===== src/rtl/uart_rx_fifo_if.sv =====
// Bundle between the UART receiver, the receive FIFO and its consumer.
// The master side is the receiver and consumer; the slave side is the FIFO.
interface uart_rx_fifo_if #(
  parameter int DEPTH      = 8,
  parameter int DATA_WIDTH = 8
);
  localparam int CW = $clog2(DEPTH + 1);

  logic [DATA_WIDTH-1:0] rx_data;
  logic                  rx_done;
  logic                  rx_error;
  logic [DATA_WIDTH-1:0] out_data;
  logic                  out_valid;
  logic                  out_ready;
  logic [CW-1:0]         count;
  logic                  full;
  logic                  almost_full;
  logic                  overflow;
  logic                  frame_err;
  logic                  clr_flags;

  modport master (
    output rx_data, rx_done, rx_error, out_ready, clr_flags,
    input  out_data, out_valid, count, full, almost_full, overflow, frame_err
  );

  modport slave (
    input  rx_data, rx_done, rx_error, out_ready, clr_flags,
    output out_data, out_valid, count, full, almost_full, overflow, frame_err
  );
endinterface


===== src/rtl/uart_rx_fifo.sv =====
// Receive-side byte FIFO behind the UART receiver. Bytes are captured on the
// receiver's rx_done pulse and presented first-word-fall-through to the
// consumer. Sticky overflow and framing-error flags let software resync.
module uart_rx_fifo #(
  parameter int DEPTH       = 8,
  parameter int DATA_WIDTH  = 8,
  parameter int ALMOST_FULL = DEPTH - 2
) (
  input  logic                  clk,
  input  logic                  rst,       // synchronous, active-low
  input  logic                  soft_rst,  // synchronous flush, active-high
  uart_rx_fifo_if.slave         bus
);
  localparam int AW = $clog2(DEPTH);
  localparam int CW = $clog2(DEPTH + 1);

  logic [DATA_WIDTH-1:0] mem_q [DEPTH];
  logic [AW-1:0]         wp_q, wp_d;
  logic [AW-1:0]         rp_q, rp_d;
  logic [CW-1:0]         count_q, count_d;
  logic                  overflow_q, overflow_d;
  logic                  frame_err_q, frame_err_d;
  logic                  rx_error_q, rx_error_d;

  logic flush;
  logic is_full;
  logic is_valid;
  logic rd;
  logic wr;
  logic ovf_set;
  logic fe_set;

  // Status decodes come straight from the registered occupancy.
  assign flush    = !rst || soft_rst;
  assign is_full  = (count_q == CW'(DEPTH));
  assign is_valid = (count_q != '0);

  // A full FIFO still accepts a byte when the head leaves in the same cycle.
  assign rd      = is_valid && bus.out_ready && !flush;
  assign wr      = bus.rx_done && (!is_full || rd) && !flush;
  assign ovf_set = bus.rx_done && is_full && !rd;
  assign fe_set  = bus.rx_error && !rx_error_q;

  // Next-state for pointers, occupancy and sticky flags.
  always_comb begin
    // NOTE: every output gets a default first so no latch is inferred.
    wp_d        = wp_q;
    rp_d        = rp_q;
    count_d     = count_q;
    overflow_d  = overflow_q;
    frame_err_d = frame_err_q;
    rx_error_d  = bus.rx_error;
    if (soft_rst) begin
      wp_d        = '0;
      rp_d        = '0;
      count_d     = '0;
      overflow_d  = 1'b0;
      frame_err_d = 1'b0;
      rx_error_d  = 1'b0;
    end else begin
      if (wr) wp_d = wp_q + AW'(1);
      if (rd) rp_d = rp_q + AW'(1);
      case ({wr, rd})
        2'b10:   count_d = count_q + CW'(1);
        2'b01:   count_d = count_q - CW'(1);
        default: count_d = count_q;
      endcase
      // A set event in the same cycle as clr_flags wins.
      if (ovf_set)             overflow_d = 1'b1;
      else if (bus.clr_flags)  overflow_d = 1'b0;
      if (fe_set)              frame_err_d = 1'b1;
      else if (bus.clr_flags)  frame_err_d = 1'b0;
    end
  end

  // Control state with synchronous active-low reset.
  always_ff @(posedge clk) begin
    // NOTE: sequential state uses non-blocking assignments only.
    if (!rst) begin
      wp_q        <= '0;
      rp_q        <= '0;
      count_q     <= '0;
      overflow_q  <= 1'b0;
      frame_err_q <= 1'b0;
      rx_error_q  <= 1'b0;
    end else begin
      wp_q        <= wp_d;
      rp_q        <= rp_d;
      count_q     <= count_d;
      overflow_q  <= overflow_d;
      frame_err_q <= frame_err_d;
      rx_error_q  <= rx_error_d;
    end
  end

  // Storage array write port.
  always_ff @(posedge clk) begin
    // NOTE: the array is deliberately not reset; pointers and count define validity.
    if (wr) mem_q[wp_q] <= bus.rx_data;
  end

  assign bus.out_data    = mem_q[rp_q];
  assign bus.out_valid   = is_valid;
  assign bus.count       = count_q;
  assign bus.full        = is_full;
  assign bus.almost_full = (count_q >= CW'(ALMOST_FULL));
  assign bus.overflow    = overflow_q;
  assign bus.frame_err   = frame_err_q;
endmodule


===== src/flat_wrapper.sv =====
// flat-port wrapper written by rule: the top's interface ports become plain ports
module uart_rx_fifo_flat 
#(
  parameter int DEPTH       = 8,
  parameter int DATA_WIDTH  = 8,
  parameter int ALMOST_FULL = DEPTH - 2
)
  (clk, rst, soft_rst, bus_rx_data, bus_rx_done, bus_rx_error, bus_out_ready, bus_clr_flags, bus_out_data, bus_out_valid, bus_count, bus_full, bus_almost_full, bus_overflow, bus_frame_err);
  uart_rx_fifo_if #(.DEPTH(DEPTH), .DATA_WIDTH(DATA_WIDTH)) bus_i ();
  input  logic clk;
  input  logic rst;
  input  logic soft_rst;
  input wire logic [$bits(bus_i.rx_data)-1:0] bus_rx_data;
  input wire logic [$bits(bus_i.rx_done)-1:0] bus_rx_done;
  input wire logic [$bits(bus_i.rx_error)-1:0] bus_rx_error;
  input wire logic [$bits(bus_i.out_ready)-1:0] bus_out_ready;
  input wire logic [$bits(bus_i.clr_flags)-1:0] bus_clr_flags;
  output wire logic [$bits(bus_i.out_data)-1:0] bus_out_data;
  output wire logic [$bits(bus_i.out_valid)-1:0] bus_out_valid;
  output wire logic [$bits(bus_i.count)-1:0] bus_count;
  output wire logic [$bits(bus_i.full)-1:0] bus_full;
  output wire logic [$bits(bus_i.almost_full)-1:0] bus_almost_full;
  output wire logic [$bits(bus_i.overflow)-1:0] bus_overflow;
  output wire logic [$bits(bus_i.frame_err)-1:0] bus_frame_err;
  assign bus_i.rx_data = bus_rx_data;
  assign bus_i.rx_done = bus_rx_done;
  assign bus_i.rx_error = bus_rx_error;
  assign bus_i.out_ready = bus_out_ready;
  assign bus_i.clr_flags = bus_clr_flags;
  assign bus_out_data = bus_i.out_data;
  assign bus_out_valid = bus_i.out_valid;
  assign bus_count = bus_i.count;
  assign bus_full = bus_i.full;
  assign bus_almost_full = bus_i.almost_full;
  assign bus_overflow = bus_i.overflow;
  assign bus_frame_err = bus_i.frame_err;
  uart_rx_fifo #(.DEPTH(DEPTH), .DATA_WIDTH(DATA_WIDTH), .ALMOST_FULL(ALMOST_FULL)) u_core (.clk(clk), .rst(rst), .soft_rst(soft_rst), .bus(bus_i));
endmodule

===== config.mk =====
export PLATFORM = sky130hd
export DESIGN_NAME = uart_rx_fifo_flat
export DESIGN_NICKNAME = d
export VERILOG_FILES = /design/src/rtl/uart_rx_fifo_if.sv /design/src/rtl/uart_rx_fifo.sv /design/src/flat_wrapper.sv
export SDC_FILE = /design/constraint.sdc
export NUM_CORES = 1
export LEC_CHECK = 0
export CAP_MARGIN = 15
export CORE_UTILIZATION = 45
export CTS_BUF_LIST = sky130_fd_sc_hd__clkbuf_8
export CTS_CLUSTER_SIZE = 40
export DETAILED_ROUTE_END_ITERATION = 8
export GPL_TIMING_DRIVEN = 1
export PLACE_DENSITY = 0.62
export SETUP_SLACK_MARGIN = 0.4
export SLEW_MARGIN = 20
export SYNTH_ARGS = -nofsm -noshare
export SYNTH_HDL_FRONTEND = slang
export SYNTH_SLANG_ARGS = --single-unit

===== constraint.sdc =====
create_clock -name clk -period 3.1 [get_ports clk]
set_input_delay 0.93 -clock clk [delete_from_list [all_inputs] [get_ports clk]]
set_output_delay 0.93 -clock clk [all_outputs]
set_load 0.03 [all_outputs]

==> metrics.md <==
| Metric | Value |
|---|---|
| Fraction of the mapped netlist area in simple logic gates | `around 7.6%` |
| XOR/XNOR share of the synthesized area | `between 1.5 and 2%` |
| Status | `finished, final reports clean` |
| Internal | `0.00166 W` |
| Worst Tran Pin Value | `~600 ps` |
| Total gr overflow | `0` |
| Die area | `~0.0075 mm2` |
| Residual DRC count | `0` |
| Final wirelength | `about 5.9 mm` |
| VDD IR-drop max | `276 uV` |
| Antenna diodes | `0` |
| Reg clk slew, reported paths | `approximately 80 ps` |
| Core Footprint | `~0.0069 mm2` |
| Adder-cell share of the synthesized area | `slightly below 2%` |
| # clock sinks | `80` |
| P per Cell Area | `roughly 500 mW/mm2` |
| Crit-path max FO | `8` |
| Ports | `32` |
| Die height | `86.6 um` |
| Switching share of power | `between 10% and 20%` |
| Worst setup EP type | `output pin` |
| Buffers on Ports | `31` |
| Combinational family with the most area after synthesis | `multiplexers` |
| Distinct cells, synth | `34` |
| Largest net degree at the start of global routing | `17` |
| Synthesized flop and latch total | `80` |
| Total GRT Usage | `17.2%` |
| Die W | `a little under 90 um` |
| Syn_nets | `between 200 and 250` |
| Synth Instances | `185` |
| DPL Wire Length | `around 3.8 mm` |
| Clk_lat worst skew | `350 ps` |
| DP Cell Count | `between 300 and 400` |
| Period utilisation layout | `around nine tenths` |
| Initial antenna violation count | `0` |
| Vias per inst | `approximately 5.2` |
| Site Rows | `30` |
| Switching power | `~0.00041 W` |
| Routed WL per cell | `approximately 17 um` |
| Layout area overhead | `28.3%` |
| Final ANT Viol Nets | `0` |
| Combinational share of power | `under 10%` |
| Share of cells above drive strength 1 | `a little over a third` |
| Mapped cell area | `about 0.0032 mm2` |
| First-pass GRT wire length | `9.25 mm` |
| Seq/Total Area, Yosys | `a little over two thirds` |
| Gpl congestion | `slightly below 0.9` |
| DR pass1 iterations | `4` |
| Lkg Pwr | `approximately 1.4 nW` |
| Starting DRC count in detailed routing | `a little under 90` |
| Final Hold Viols | `0` |
| Max-Cap Viols | `0` |
| Final std cells w/o fill | `345` |
| Yosys Warn Count | `0` |
| Final Max Tran Viols | `0` |
| Vias in the first global route | `~1800` |
| Req. time, crit path | `2170 ps` |
| Clock network fraction of total power | `39.0%` |
| Initial core utilization | `between 40% and 50%` |
| Worst Hold Class | `flop to flop` |
| Crit path kind | `flop to output pin` |
| Fin Clk Skew | `~7.6 ps` |
| CTS tree | `built` |
| Final Critical Period | `approximately 2800 ps` |
| Layout fillers | `515` |
| Clock Path Buffers | `2` |
| Post-layout net count | `264` |
| Setup WS post-layout | `around 350 ps` |
| Post-synthesis compound-gate area fraction | `~2.8%` |
| Sequential power share | `56.5%` |
| Slew headroom | `between 60% and 70%` |
| Endpoints failing setup | `0` |
| Maximum achievable frequency | `approximately 0.36 GHz` |
| RSZ-0062 raised after global routing | `true` |
| Kind of start point of the critical path | `flop` |
| Total CTS buffers | `9` |
| H-Tree Level Count | `3` |
| Syn avg cell area | `between 15 and 20 um2` |
| Crit path arrival time | `approximately 1800 ps` |
| Via count | `1786` |
| CTS root buf | `clkbuf_8` |
| Pre-CTS WS | `-110 ps` |
| Mux contribution to synthesized area | `14.6%` |
layout make-up:
type                    instances  area [um2]  area share, %
inverters                       2        7.51          0.181
clock buffers                   9         124           2.99
well taps                      96         120           2.90
multi-input cells              96        1020           24.6
flip-flops and latches         80        2250           54.4
clock inverters                 7        88.8           2.15
repair buffers                 55         531           12.8
critical path, cell delays in order (launching register included):
cell     delay, ps
dfxtp_4        400
buf_16         150
mux4_2         510
mux2_4         280
buf_6          140
flip-flops by register name, summed over array words and instances, names as in the netlist, named ones only:
| name | flops |
|---|---|
| u_core.bus.overflow | 1 |
| u_core.bus.count | 4 |
| u_core.bus.frame_err | 1 |
| u_core.wp_q | 3 |
| u_core.mem_q | 64 |
| u_core.rp_q | 3 |
| u_core.rx_error_q | 1 |
cell usage after synthesis (all sizes together):
master | count | area, um2
edfxtp | 64 | 1920
nor2 | 17 | 63.8
dfxtp | 16 | 320
mux4 | 16 | 360
mux2 | 8 | 90.1
xor2 | 7 | 61.3
a21oi | 6 | 30.0
buf | 6 | 40.0
ha | 5 | 62.6
nand2b | 5 | 31.3
nand2 | 4 | 15.0
o21ai | 4 | 31.3
nand3 | 3 | 15.0
inv | 2 | 7.51
mux2i | 2 | 20.0
nand4b | 2 | 17.5
nor2b | 2 | 12.5
nor3 | 2 | 10.0
or2 | 2 | 12.5
or3 | 2 | 12.5
or4b | 2 | 23.8
a2111oi | 1 | 8.76
a211oi | 1 | 7.51
and2 | 1 | 6.26
clkbuf | 1 | 3.75
nand3b | 1 | 7.51
nand4 | 1 | 6.26
o211ai | 1 | 12.5
or4 | 1 | 11.3
layout by cell type (no fill, tap or decap), types with 3 or more instances in the layout:
| cell type | instances |
|---|---|
| dfxtp_2 | 3 |
| a21oi_1 | 5 |
| nand2_1 | 4 |
| mux2_4 | 5 |
| dlygate4sd2_1 | 3 |
| nor2_1 | 16 |
| clkdlybuf4s50_1 | 19 |
| xor2_1 | 7 |
| edfxtp_1 | 64 |
| mux4_2 | 16 |
| mux2_2 | 3 |
| nand2b_1 | 4 |
| buf_4 | 22 |
| dfxtp_1 | 12 |
| buf_6 | 8 |
| clkbuf_8 | 9 |
| nand3_1 | 3 |
| inv_1 | 4 |
power by group through the flow:
stage	combinational, W	clock [W]	sequential [W]
2_1_floorplan	0.0000333	0	0.00119
3_3_place_gp	0.0000845	0	0.00119
3_5_place_dp	0.0000874	0	0.00119
4_1_cts	0.0000897	0.000820	0.00117
5_1_grt	0.000100	0.000857	0.00117
6_report	0.0000929	0.000807	0.00117
stage by stage:
stage | hold WS [ps] | setup TNS (ps) | total power, W | cell area [um2] | util [%]
2_1_floorplan | 454 | 0 | 0.00123 | 3230 | -
3_3_place_gp | 455 | -29.9 | 0.00128 | 3800 | 55.3
3_5_place_dp | 470 | -139 | 0.00128 | 3800 | 55.3
4_1_cts | 484 | 0 | 0.00208 | 4080 | 59.4
5_1_grt | 516 | 0 | 0.00212 | 4140 | 60.2
6_report | 483 | 0 | 0.00207 | 4140 | 60.2
cells by family after synthesis:
| logic type | after synthesis |
|---|---|
| flip-flops | 80 |
| adder cells (fa/ha/maj) | 5 |
| multiplexers | 26 |
| buffers and inverters | 9 |
| AO/OA/AOI/OAI | 13 |
| XOR/XNOR | 7 |
| AND/OR/NAND/NOR | 45 |
metal layers:
layer	vias up	wire length, um	global-route usage (%)
met2	38	3030	28.9
li1	838	-	-
met4	0	92	7.73
met3	12	171	3.81
met1	898	2570	21.6
met5	-	0	0
repair_timing:
action | 4_1_cts | 5_1_grt
setup buffers | 0 | 0
pin swaps | 0 | 2
setup endpoints to repair | 12 | 12
hold endpoints to repair | 0 | 0
gates cloned | 1 | 0
hold buffers | 0 | 0
resized for setup | 74 | 12
path summary, 6_finish.rpt:
| kind | start | to | slack (ps) | cells after the start |
|---|---|---|---|---|
| min reg2reg | u_core.bus.frame_err$_SDFFE_PN0P_ | u_core.bus.frame_err$_SDFFE_PN0P_ | 480 | 2 |
| max | flop | bus_out_data[3] | 350 | 4 |
| min | u_core.bus.frame_err$_SDFFE_PN0P_ | u_core.bus.frame_err$_SDFFE_PN0P_ | 480 | 2 |
| max reg2reg | u_core.bus.count[1]$_SDFFE_PN0P_ | u_core.bus.count[2]$_SDFFE_PN0P_ | 630 | 10 |
(Power assumes the default switching activity.)
